===== config.mk =====
export PLATFORM = sky130hd
export DESIGN_NAME = multicycle_control_unit
export DESIGN_NICKNAME = d
export VERILOG_FILES = /design/src/rtl/mc_ctrl_pkg.sv /design/src/rtl/mem_wait_timer.sv /design/src/rtl/multicycle_control_unit.sv
export SDC_FILE = /design/constraint.sdc
export NUM_CORES = 1
export LEC_CHECK = 0
export CORE_MARGIN = 3
export CORE_UTILIZATION = 53
export DETAILED_ROUTE_END_ITERATION = 6
export PLACE_DENSITY = 0.82
export RECOVER_POWER = 100
export SYNTH_ARGS = -nofsm -noshare
export SYNTH_HDL_FRONTEND = slang
export SYNTH_SLANG_ARGS = --single-unit

===== constraint.sdc =====
create_clock -name clk -period 4.1 [get_ports clk]
set_clock_uncertainty 0.15 [all_clocks]
set_input_delay 1.23 -clock clk [delete_from_list [all_inputs] [get_ports clk]]
set_output_delay 1.23 -clock clk [all_outputs]
set_load 0.05 [all_outputs]

===== src/rtl/mc_ctrl_pkg.sv =====
// Shared definitions for the multi-cycle RISC-V control unit.
//   state_t        : sequencer states, encoding visible on the debug 'state' port
//   instr_class_t  : instruction class latched during ID
//   OPC_*          : major opcodes recognised by the decoder
//   ALUOP_*        : ALUOp codes driven to the ALU control
//   decode_class() : opcode -> instruction class (CLS_NONE for unsupported opcodes)
package mc_ctrl_pkg;

  typedef enum logic [2:0] {
    ST_IDLE = 3'd0,
    ST_IF   = 3'd1,
    ST_ID   = 3'd2,
    ST_EX   = 3'd3,
    ST_MEM  = 3'd4,
    ST_WB   = 3'd5,
    ST_ERR  = 3'd6
  } state_t;

  typedef enum logic [2:0] {
    CLS_NONE = 3'd0,
    CLS_R    = 3'd1,
    CLS_I    = 3'd2,
    CLS_LD   = 3'd3,
    CLS_ST   = 3'd4,
    CLS_BEQ  = 3'd5
  } instr_class_t;

  localparam logic [6:0] OPC_R   = 7'b0110011;
  localparam logic [6:0] OPC_I   = 7'b0010011;
  localparam logic [6:0] OPC_LD  = 7'b0000011;
  localparam logic [6:0] OPC_ST  = 7'b0100011;
  localparam logic [6:0] OPC_BEQ = 7'b1100011;

  localparam logic [1:0] ALUOP_ADD   = 2'b00;
  localparam logic [1:0] ALUOP_SUB   = 2'b01;
  localparam logic [1:0] ALUOP_FUNCT = 2'b10;

  function automatic instr_class_t decode_class(input logic [6:0] opc);
    instr_class_t cls;
    case (opc)
      OPC_R:   cls = CLS_R;
      OPC_I:   cls = CLS_I;
      OPC_LD:  cls = CLS_LD;
      OPC_ST:  cls = CLS_ST;
      OPC_BEQ: cls = CLS_BEQ;
      default: cls = CLS_NONE;
    endcase
    return cls;
  endfunction

endpackage


===== src/rtl/mem_wait_timer.sv =====
// Wait-cycle counter shared by the instruction-fetch and data-memory handshakes.
// Ports:
//   clk, reset : clock, asynchronous active-high reset
//   clear      : zero the counter (has priority over enable)
//   enable     : a request is pending and ready is low this cycle
//   timeout    : combinational pulse, high when the current waiting cycle is the
//                LIMIT-th consecutive one; never asserted when LIMIT == 0
module mem_wait_timer #(
  parameter int unsigned LIMIT  = 16,
  parameter int unsigned WAIT_W = 8
) (
  input  logic clk,
  input  logic reset,
  input  logic clear,
  input  logic enable,
  output logic timeout
);

  localparam logic [WAIT_W-1:0] LAST = (LIMIT > 0) ? WAIT_W'(LIMIT - 1) : '0;

  logic [WAIT_W-1:0] count;

  always_ff @(posedge clk or posedge reset) begin
    if (reset) begin
      count <= '0;
    end else if (clear) begin
      count <= '0;
    end else if (enable) begin
      count <= count + 1'b1;
    end
  end

  assign timeout = (LIMIT != 0) && enable && (count == LAST);

endmodule


===== src/rtl/multicycle_control_unit.sv =====
// Multi-cycle sequencer (IDLE/IF/ID/EX/MEM/WB/ERR) for the 64-bit RISC-V datapath.
// Ports:
//   clk, reset               : clock, asynchronous active-high reset
//   opcode                   : IR[6:0]
//   Zero                     : ALU zero flag, sampled in EX for BEQ
//   imem_ready / dmem_ready  : memory handshake completions
//   imem_req / dmem_req      : memory requests, held until ready, timeout or reset
//   MemRead / MemWrite       : data memory direction
//   IRWrite, PCWrite, PCSrc  : IR/old-PC load, PC load, PC source (1 = branch target)
//   RegWrite, MemtoReg       : register file write strobe and writeback select
//   ALUSrc, ALUOp            : ALU operand select and operation class
//   instr_done               : one-cycle retire pulse
//   error                    : sticky fault flag, cleared only by reset
//   state                    : current state, for debug
// Optional feature (macro PERF_COUNTERS_EN): adds cycle_count and instret outputs.
module multicycle_control_unit
  import mc_ctrl_pkg::*;
#(
  parameter int unsigned TIMEOUT_CYCLES = 16,
  parameter int unsigned WAIT_W         = 8
) (
  input  logic        clk,
  input  logic        reset,
  input  logic [6:0]  opcode,
  input  logic        Zero,
  input  logic        imem_ready,
  input  logic        dmem_ready,
  output logic        imem_req,
  output logic        dmem_req,
  output logic        MemRead,
  output logic        MemWrite,
  output logic        IRWrite,
  output logic        PCWrite,
  output logic        PCSrc,
  output logic        RegWrite,
  output logic        MemtoReg,
  output logic        ALUSrc,
  output logic [1:0]  ALUOp,
  output logic        instr_done,
  output logic        error,
  output logic [2:0]  state
`ifdef PERF_COUNTERS_EN
  ,
  output logic [63:0] cycle_count,
  output logic [63:0] instret
`endif
);

  state_t       state_q, state_d;
  instr_class_t cls_q, cls_d;
  logic         wait_en;
  logic         timeout;

  // Kept outside the decode block so the timer's timeout does not feed back
  // into the process that produces its enable.
  assign wait_en = ((state_q == ST_IF)  && !imem_ready) ||
                   ((state_q == ST_MEM) && !dmem_ready);

  mem_wait_timer #(
    .LIMIT  (TIMEOUT_CYCLES),
    .WAIT_W (WAIT_W)
  ) u_wait_timer (
    .clk     (clk),
    .reset   (reset),
    .clear   (state_d != state_q),
    .enable  (wait_en),
    .timeout (timeout)
  );

  always_ff @(posedge clk or posedge reset) begin
    if (reset) begin
      state_q <= ST_IDLE;
      cls_q   <= CLS_NONE;
    end else begin
      state_q <= state_d;
      cls_q   <= cls_d;
    end
  end

  always_comb begin
    state_d    = state_q;
    cls_d      = cls_q;
    imem_req   = 1'b0;
    dmem_req   = 1'b0;
    MemRead    = 1'b0;
    MemWrite   = 1'b0;
    IRWrite    = 1'b0;
    PCWrite    = 1'b0;
    PCSrc      = 1'b0;
    RegWrite   = 1'b0;
    MemtoReg   = 1'b0;
    ALUSrc     = 1'b0;
    ALUOp      = ALUOP_ADD;
    instr_done = 1'b0;
    error      = 1'b0;

    case (state_q)
      ST_IDLE: state_d = ST_IF;

      ST_IF: begin
        imem_req = 1'b1;
        if (imem_ready) begin
          IRWrite = 1'b1;
          PCWrite = 1'b1;
          state_d = ST_ID;
        end else if (timeout) begin
          state_d = ST_ERR;
        end
      end

      ST_ID: begin
        cls_d   = decode_class(opcode);
        state_d = (cls_d == CLS_NONE) ? ST_ERR : ST_EX;
      end

      ST_EX: begin
        ALUSrc = (cls_q == CLS_I) || (cls_q == CLS_LD) || (cls_q == CLS_ST);
        case (cls_q)
          CLS_R, CLS_I: begin
            ALUOp   = ALUOP_FUNCT;
            state_d = ST_WB;
          end
          CLS_LD, CLS_ST: begin
            ALUOp   = ALUOP_ADD;
            state_d = ST_MEM;
          end
          CLS_BEQ: begin
            ALUOp      = ALUOP_SUB;
            PCWrite    = Zero;
            PCSrc      = Zero;
            instr_done = 1'b1;
            state_d    = ST_IF;
          end
          default: state_d = ST_ERR;
        endcase
      end

      ST_MEM: begin
        dmem_req = 1'b1;
        MemRead  = (cls_q == CLS_LD);
        MemWrite = (cls_q == CLS_ST);
        ALUSrc   = 1'b1;
        ALUOp    = ALUOP_ADD;
        if (dmem_ready) begin
          if (cls_q == CLS_ST) begin
            instr_done = 1'b1;
            state_d    = ST_IF;
          end else begin
            state_d = ST_WB;
          end
        end else if (timeout) begin
          state_d = ST_ERR;
        end
      end

      ST_WB: begin
        RegWrite   = 1'b1;
        MemtoReg   = (cls_q == CLS_LD);
        instr_done = 1'b1;
        state_d    = ST_IF;
      end

      ST_ERR: error = 1'b1;

      default: begin
        error   = 1'b1;
        state_d = ST_ERR;
      end
    endcase
  end

  assign state = state_q;

`ifdef PERF_COUNTERS_EN
  always_ff @(posedge clk or posedge reset) begin
    if (reset) begin
      cycle_count <= '0;
      instret     <= '0;
    end else begin
      if ((state_q != ST_IDLE) && (state_q != ST_ERR)) begin
        cycle_count <= cycle_count + 64'd1;
      end
      if (instr_done) begin
        instret <= instret + 64'd1;
      end
    end
  end
`endif

endmodule


==> results.json <==
{
  "outcome": "complete, no violations",
  "yosysTopAreaCell": "dfrtp_1",
  "area_growth_pct": 23.93,
  "synth-simple-area-share_pct": 41.82,
  "top_layer": "met4",
  "post-synth-top-count-cell": "dfrtp_1",
  "cts_max_level": 1,
  "routed_wl_mm": 2.618,
  "postSynthAreaPerCell_um2": 9.789,
  "synth_xor_area_share_pct": 5.726,
  "vias": 1037,
  "synth_edf_count": 0,
  "synth_commonest_cells": "dfrtp_1 (14), nand2_1 (11), nor3_2 (8)",
  "timing.fmax_ghz": 0.2531,
  "initial_core_util_pct": 59.34,
  "hp-class": "flip-flop to flip-flop",
  "yosys_register_bits": 14,
  "drive_above_1_share_pct": 21.57,
  "critPathKind": "input pin to output port",
  "drc_errors": 0,
  "p_per_area_nw_per_um2": 171.0,
  "overflow": 0,
  "numCtsBuffers": 3,
  "total_power_mw": 0.2593,
  "antenna_left": 0,
  "rsz0062_at_grt": "no",
  "wl_met2_mm": 1.278,
  "ioPinCount": 29,
  "cts_hold_buf": 0,
  "root_buffer": "clkbuf_4",
  "maxCapViolCount": 0,
  "grt_pass1_vias": 1000,
  "worst_ep_arrival_time_ns": 2.57,
  "cts_buffer_depth": 2,
  "worst_pin_slew_ns": 0.5829,
  "async_flop_share_pct": 100.0,
  "fin_util_pct": 73.54,
  "drt_first_pass_iters": 4,
  "required_ns": 2.72,
  "dp_cells": 176,
  "dpl.hpwl_mm": 2.047,
  "clk_latency_ns": 0.29,
  "postCtsResizedCells": 0,
  "relSlewSlack_pct": 61.09,
  "dieWidth_um": 54.05,
  "fp.coreArea_um2": 2062,
  "leakage_nw": 0.6456,
  "ir_drop_v": 0.0002157,
  "yosys.cell_types.count": 52,
  "synth_top_family_by_area": "simple AND/OR/NAND/NOR gates",
  "cts_setup_buffers": 0,
  "nets": 167,
  "grt_pass1_wl_mm": 4.181,
  "synth_compound_area_share_pct": 16.97,
  "synth_area_leaders": "dfrtp_1 (29%), nor3_2 (6.5%), xnor2_1 (4.3%)",
  "netlist_area_um2": 1224,
  "cts_tree": "built",
  "grt_use_total_pct": 19.77,
  "hold_viol": 0,
  "die_y_um": 54.05,
  "synth_cells": 125,
  "rows": 16,
  "fin_crit_sh_pct": 96.38,
  "muxShareOfSynthArea_pct": 0.8180,
  "fp.dieArea_um2": 2921,
  "viasPerCell": 5.761,
  "syn_nets": 138,
  "fin_hold_ws_ns": 0.4519,
  "dr_wl_met3_um": 147,
  "synthAdderAreaFrac_pct": 1.022,
  "clk_pin_slew_ns": 0.08,
  "ys_warn_count": 0,
  "clock-sinks": 14,
  "maxSlewViolCount": 0,
  "synth_sequential_area_ratio_pct": 28.63,
  "synth_ff_type": "dfrtp_1",
  "antenna_cells": 0,
  "io_buffers": 28,
  "place_congestion": 0.8374,
  "fillers": 163,
  "setup_violations": 0,
  "wl_met1_mm": 1.176,
  "wl_per_cell_um": 14.54,
  "end_kind": "output port",
  "finalCriticalPeriod_ns": 3.952,
  "multi_input_area_um2": 758.2,
  "tns_ns": 0,
  "drtIter0Drc": 23,
  "cp-start-kind": "input pin",
  "critPathMaxFanout": 3,
  "seq_area_um2": 350.3,
  "grt_max_degree": 15,
  "antenna_found_initial": 0,
  "final_cells": 180,
  "synth_top_area_share_pct": 28.63
}
==> state kept, by name (all words and copies together) (netlist names) <==
| register | flops |
|---|---|
| cls_q | 3 |
| u_wait_timer.count | 8 |
| state | 3 |
==> where the power goes <==
part           switching, mW  leakage (nW)  internal (mW)
Clock                 0.0490        0.0210         0.0540
Sequential                 0         0.170          0.138
Combinational        0.00773         0.455         0.0106
Total                 0.0567         0.646          0.203
==> worst paths after layout <==
check                                      start               endpoint  slack, ns  depth (start not counted)
min in group asynchronous                  reset  u_wait_timer.count[4]       1.28                          2
min reg2reg                u_wait_timer.count[0]  u_wait_timer.count[0]       0.45                          2
min                        u_wait_timer.count[0]  u_wait_timer.count[0]       0.45                          2
max reg2reg                             state[0]  u_wait_timer.count[6]       1.80                          6
max in group asynchronous                  reset  u_wait_timer.count[6]       2.13                          2
max                                   imem_ready                PCWrite       0.15                          5
==> per-layer routing <==
layer	vias up	GRT usage, %
met5	-	0
met4	0	7.054
met3	2	3.047
met2	36	34.48
met1	491	24.45
li1	508	-
==> layout by cell type (no fill, tap or decap), drive strengths merged, types with 4 or more instances in the layout <==
| cell type | count |
|---|---|
| dlygate4sd3 | 17 |
| dfrtp | 14 |
| nor3 | 14 |
| nand2 | 11 |
| clkdlybuf4s50 | 7 |
| o21ai | 7 |
| xnor2 | 6 |
| inv | 6 |
| nor3b | 6 |
| nor2 | 5 |
| and2 | 5 |
| clkbuf | 5 |
| nand3b | 4 |
| buf | 4 |
==> layout make-up <==
class,instances,share of cell area [%]
Sequential cell,14,23.10
Timing Repair Buffer,29,20.79
Inverter,6,1.485
Tap cell,27,2.228
Clock buffer,4,2.393
Multi-Input combinational cell,100,50.00
==> kinds of logic after synthesis <==
family / Yosys count
flops: 14
compound gates: 22
simple gates: 68
xor+xnor: 8
fa+ha+maj: 1
mux: 1
buf+inv: 11
==> worst max-delay path: stages <==
cell,delay (ns)
dlygate4sd3_1,0.58
nand3b_1,0.15
nor2_1,0.09
or2_2,0.30
clkbuf_4,0.22
==> through the flow <==
| stage | cell area, um^2 | setup WS [ns] |
|---|---|---|
| 2_1_floorplan | 1224 | 0.03276 |
| 4_1_cts | 1583 | 0.2178 |
| 3_3_place_gp | 1546 | 0.3228 |
| 6_report | 1516 | 0.1484 |
| 3_5_place_dp | 1546 | 0.2688 |
| 5_1_grt | 1516 | 0.06394 |
Power figures use the tool's default switching activity.
